$ cat config.mk
export PLATFORM = sky130hd
export DESIGN_NAME = zmod_tx_rstseq
export DESIGN_NICKNAME = d
export VERILOG_FILES = /design/src/rtl/zmod_tx_pkg.sv /design/src/rtl/zmod_sync2.sv /design/src/rtl/zmod_tx_rstseq.sv
export SDC_FILE = /design/constraint.sdc
export NUM_CORES = 1
export LEC_CHECK = 0
export BUFFER_PORTS_ARGS = -buffer_cell sky130_fd_sc_hd__buf_4
export CAP_MARGIN = 0
export CORE_MARGIN = 4
export CORE_UTILIZATION = 45
export CTS_BUF_LIST = sky130_fd_sc_hd__clkbuf_4 sky130_fd_sc_hd__clkbuf_8
export CTS_CLUSTER_SIZE = 16
export DETAILED_ROUTE_END_ITERATION = 8
export GPL_TIMING_DRIVEN = 0
export PLACE_DENSITY = 0.71
export SLEW_MARGIN = 20
export SYNTH_ARGS = -nofsm -noshare
export SYNTH_HDL_FRONTEND = slang
export SYNTH_HIERARCHICAL = 1
export SYNTH_SLANG_ARGS = --single-unit
$ cat constraint.sdc
create_clock -name clk -period 2.1 [get_ports clk]
set_input_delay 0.42 -clock clk [delete_from_list [all_inputs] [get_ports clk]]
set_output_delay 0.42 -clock clk [all_outputs]
set_load 0.01 [all_outputs]
$ cat src/rtl/zmod_tx_pkg.sv
// rtl/zmod_tx_pkg.sv - shared types and widths for the Zmod TX reset sequencer
package zmod_tx_pkg;

  typedef enum logic [2:0] {
    WAIT_LOCK  = 3'd0,
    STABLE     = 3'd1,
    SERDES_RST = 3'd2,
    CAL        = 3'd3,
    RUN        = 3'd4
  } tx_state_t;

  localparam int LOST_CNT_W  = 8;
  localparam int RETRY_CNT_W = 4;

  function automatic int max3(input int a, input int b, input int c);
    int m;
    m = (a > b) ? a : b;
    return (m > c) ? m : c;
  endfunction

endpackage

$ cat src/rtl/zmod_sync2.sv
// rtl/zmod_sync2.sv - generic two-flop synchroniser with synchronous reset
module zmod_sync2 #(
  parameter int W = 1
) (
  input  logic         clk,
  input  logic         rst,
  input  logic [W-1:0] d,
  output logic [W-1:0] q
);

  (* ASYNC_REG = "TRUE" *) logic [W-1:0] meta;
  (* ASYNC_REG = "TRUE" *) logic [W-1:0] sync;

  always_ff @(posedge clk) begin
    if (rst) begin
      meta <= '0;
      sync <= '0;
    end else begin
      meta <= d;
      sync <= meta;
    end
  end

  assign q = sync;

endmodule

$ cat src/rtl/zmod_tx_rstseq.sv
// rtl/zmod_tx_rstseq.sv - PLL lock monitor and SERDES reset / calibration bring-up sequencer
module zmod_tx_rstseq
  import zmod_tx_pkg::*;
#(
  parameter int LOCK_STABLE_CYCLES = 1024,
  parameter int SERDES_RST_CYCLES  = 16,
  parameter int CAL_TIMEOUT        = 4096
) (
  input  logic                   clk,
  input  logic                   rst,
  input  logic                   pll_locked,
  input  logic                   cal_done,
  output logic                   serdes_rst,
  output logic                   cal_start,
  output logic                   tx_enable,
  output logic [LOST_CNT_W-1:0]  lock_lost_count,
  output logic [RETRY_CNT_W-1:0] cal_retry_count,
  output logic [2:0]             state
);

  localparam int CW = $clog2(max3(LOCK_STABLE_CYCLES, SERDES_RST_CYCLES, CAL_TIMEOUT)) + 1;
  localparam logic [CW-1:0] STABLE_LAST = CW'(LOCK_STABLE_CYCLES - 1);
  localparam logic [CW-1:0] RST_LAST    = CW'(SERDES_RST_CYCLES - 1);
  localparam logic [CW-1:0] CAL_LAST    = CW'(CAL_TIMEOUT - 1);

  tx_state_t     st;
  logic [CW-1:0] cnt;
  logic          locked_s;

  zmod_sync2 #(.W(1)) u_lock_sync (
    .clk (clk),
    .rst (rst),
    .d   (pll_locked),
    .q   (locked_s)
  );

  always_ff @(posedge clk) begin
    if (rst) begin
      st              <= WAIT_LOCK;
      cnt             <= '0;
      serdes_rst      <= 1'b1;
      cal_start       <= 1'b0;
      tx_enable       <= 1'b0;
      lock_lost_count <= '0;
      cal_retry_count <= '0;
    end else if (st != WAIT_LOCK && !locked_s) begin
      // A drop seen while still debouncing in STABLE is a glitch, not a real loss
      st         <= WAIT_LOCK;
      cnt        <= '0;
      serdes_rst <= 1'b1;
      cal_start  <= 1'b0;
      tx_enable  <= 1'b0;
      if (st != STABLE && lock_lost_count != '1)
        lock_lost_count <= lock_lost_count + LOST_CNT_W'(1);
    end else begin
      case (st)
        WAIT_LOCK: begin
          cal_start <= 1'b0;
          if (locked_s) begin
            st  <= STABLE;
            cnt <= '0;
          end
        end
        STABLE: begin
          if (cnt == STABLE_LAST) begin
            st  <= SERDES_RST;
            cnt <= '0;
          end else begin
            cnt <= cnt + CW'(1);
          end
        end
        SERDES_RST: begin
          if (cnt == RST_LAST) begin
            st         <= CAL;
            cnt        <= '0;
            serdes_rst <= 1'b0;
            cal_start  <= 1'b1;
          end else begin
            cnt <= cnt + CW'(1);
          end
        end
        CAL: begin
          cal_start <= 1'b0;
          if (cal_done) begin
            st        <= RUN;
            cnt       <= '0;
            tx_enable <= 1'b1;
          end else if (cnt == CAL_LAST) begin
            st         <= SERDES_RST;
            cnt        <= '0;
            serdes_rst <= 1'b1;
            if (cal_retry_count != '1)
              cal_retry_count <= cal_retry_count + RETRY_CNT_W'(1);
          end else begin
            cnt <= cnt + CW'(1);
          end
        end
        RUN: begin
          cal_start <= 1'b0;
        end
        default: begin
          st         <= WAIT_LOCK;
          cnt        <= '0;
          serdes_rst <= 1'b1;
          cal_start  <= 1'b0;
          tx_enable  <= 1'b0;
        end
      endcase
    end
  end

  assign state = st;

endmodule
==> metrics <==
status complete, no violations; Slew Viols, Final 0; Antenna Nets Post-Route 0; die area roughly 4700 um^2; R2R setup slack 0.06 ns; mux cell area share after synthesis 0.01206; Die W 68.74 um; DR pass1 iterations 4; All-Layer GR Usage 0.1770; Worst slew margin 0.6708; CP Launch Type register; largest family of logic cells by synthesized area simple AND/OR/NAND/NOR gates; CP max-delay cell or4b_4; num ports 22; final worst path period need approximately 2 ns; WP data required between 2 and 2.5 ns; synth-to-layout area growth 26.15%; clk root buf clkbuf_8; CTS Buffer Depth 2; H-tree depth 2; vias in the first global route around 1300; pre-CTS setup slack -0.2626 ns; post-layout worst setup margin approximately 0.060 ns; post-DP HPWL around 2600 um; Initial Util 0.4824; total power about 1200 uW; Design Area, Final 2095 um^2; final hold viol count 0; Crit Path Max Fanout 6; WL/cell approximately 14 um; placed cell count 258; number of synthesized flops with an enable pin 0; ys async rst share 0; max frequency just under 500 MHz; CP arrival 2.26 ns; Post-Syn Area ~1700 um^2; grt total ovfl 0; fin crit share 0.9712; drt via density 5.438; largest area contributor in the netlist dfxtp_1; Leak ~0.00078 uW; Synth Area in Compound Gates 0.1387; worst vdd ir about 0.47 mV; Die H a little under 70 um; Mapped Cells around 190; number of port buffers 21; core area approximately 3400 um^2; drt drc 0; ANT cells 0; DRT Wirelength about 3800 um; antenna violations before repair 0; first-pass GRT wire length between 6000 and 7000 um; delay-heaviest family, CP simple AND/OR/NAND/NOR gates; largest net degree at the start of global routing 11; Worst Skew between 0.006 and 0.007 ns; CTS tree yes; Post-Synth Simple-Gate Area 0.3075; most common cell in the netlist dfxtp_1; slowest cell delay on critical path around 0.52 ns; number of nets in the layout 232; Cell Count, Final, Fillers Out ~270; share of the synthesized area in the top cell type 0.3979; Num CTS Buffers 5; synth cell count leaders dfxtp_1, nor2_1, nand2_1, nand3_1, xor2_1; Synth cell types 39; ys flop type dfxtp_1; crit-path cells ha_4 -> nand2b_4 -> or4b_4 -> nor4_4 -> o221a_4 -> buf_8 -> mux2i_1; XOR/XNOR Fraction of Synth Area 0.08968; #FFs+latches synth 33; Avg Inst Size Synth slightly below 9 um^2; Max-Cap Viols 0; clock sink count 33; row count 21; Crit Path Class register to register; YS warnings 6; power per cell area approximately 580 nW/um^2; Syn Nets approximately 200; Setup Viol. Count Final 0; CP endpoint kind register; via count around 1500; Post-Synth Adder-Cell Area 0.02261; placed cell area approximately 1900 um^2; CP bufs+invs 1; WHS between 0.3 and 0.4 ns; layout cell share with drive strength beyond 1 0.2522; dominant cells by area after synthesis dfxtp_1, xor2_1, nor2_1; sequential area share after synthesis 0.3979; Hold/Removal Path Class input port to register; Least-Margin Pin Slew 0.4938 ns; drt first-iter violations about 150; gpl congestion about 0.90; unrepaired setup endpoints after global routing yes; CTS clk-pin slew, worst paths 0.07 ns; Worst-Skew Late Latency 0.29 ns
[final cells by class]
| class | count | area (um^2) |
|---|---|---|
| buffer | 9 | 48.80 |
| clock buffer | 7 | 96.34 |
| clock inverter | 1 | 5.005 |
| fill | 301 | 1348 |
| inverter | 1 | 3.754 |
| multi-input combinational | 147 | 988.4 |
| sequential | 33 | 666.9 |
| tap | 46 | 57.56 |
| timing repair buffer | 28 | 227.7 |
[cell usage in the layout, fill, tap and decap left out, types with 4 or more instances in the layout]
master,count
a211oi_1,11
a21oi_1,4
buf_4,27
clkbuf_1,5
clkbuf_8,7
dfxtp_1,28
dfxtp_2,5
nand2_1,11
nand3_1,12
nand4_1,8
nor2_1,26
nor2b_1,5
nor3_1,5
o21ai_0,6
xnor2_1,5
xor2_1,12
[through the flow]
step | TNS (ns) | utilization
after global routing | -0.02712 | 0.6085
after floorplan | 0 | -
after detailed placement | -2.675 | 0.5449
after CTS | 0 | 0.5838
final | 0 | 0.6085
after global placement | -2.529 | 0.5449
[repair_timing]
item	CTS	global route
resized for setup	5	13
hold buffers	0	0
buffers inserted	1	5
cloned	0	1
pin swaps	1	4
endpoints found under the hold margin	0	0
setup endpoints to repair	14	21
[worst reg2reg max path, cell delays in order (launching register included)]
cell and delay (ns):
dfxtp_2 0.36, ha_4 0.18, nand2b_4 0.06, or4b_4 0.52
nor4_4 0.27, o221a_4 0.28, buf_8 0.13, mux2i_1 0.17
[where the power goes]
part	switching [uW]	internal [uW]	leakage (uW)
Sequential	1.82	628	0.000269
Combinational	33.9	19.7	0.000454
Clock	230	296	0.0000542
[state kept, by name, indices dropped and copies added (netlist names)]
signal and flops:
cnt 13, lock_lost_count 8, cal_retry_count 4, state 3, cal_start 1, serdes_rst 1
tx_enable 1, u_lock_sync/meta 1, u_lock_sync/q 1
[layer usage]
layer	global-route usage	routed length, um
met3	0.05186	146
met2	0.2551	1715
met5	0	0
met4	0.09976	72
met1	0.2344	1868
[cells by family after synthesis]
kind of cell               count (synthesis)
xor gates and xnor gates                  17
DFF                                       33
muxes                                      2
AOI/OAI and AO/OA                         32
buffers and inverters                     11
adders and majority gates                  3
and+or+nand+nor                           93
[final timing paths]
path / from / to / cells after the start
worst min-delay path: pll_locked / u_lock_sync/meta$_SDFF_PP0_ / 2
worst min register to register: u_lock_sync/meta$_SDFF_PP0_ / u_lock_sync/q$_SDFF_PP0_ / 1
worst max register to register: cnt[0]$_SDFFE_PP0P_ / state[0]$_SDFFE_PP0P_ / 7
worst max-delay path: cnt[0]$_SDFFE_PP0P_ / state[0]$_SDFFE_PP0P_ / 7
Power figures use the tool's default switching activity.
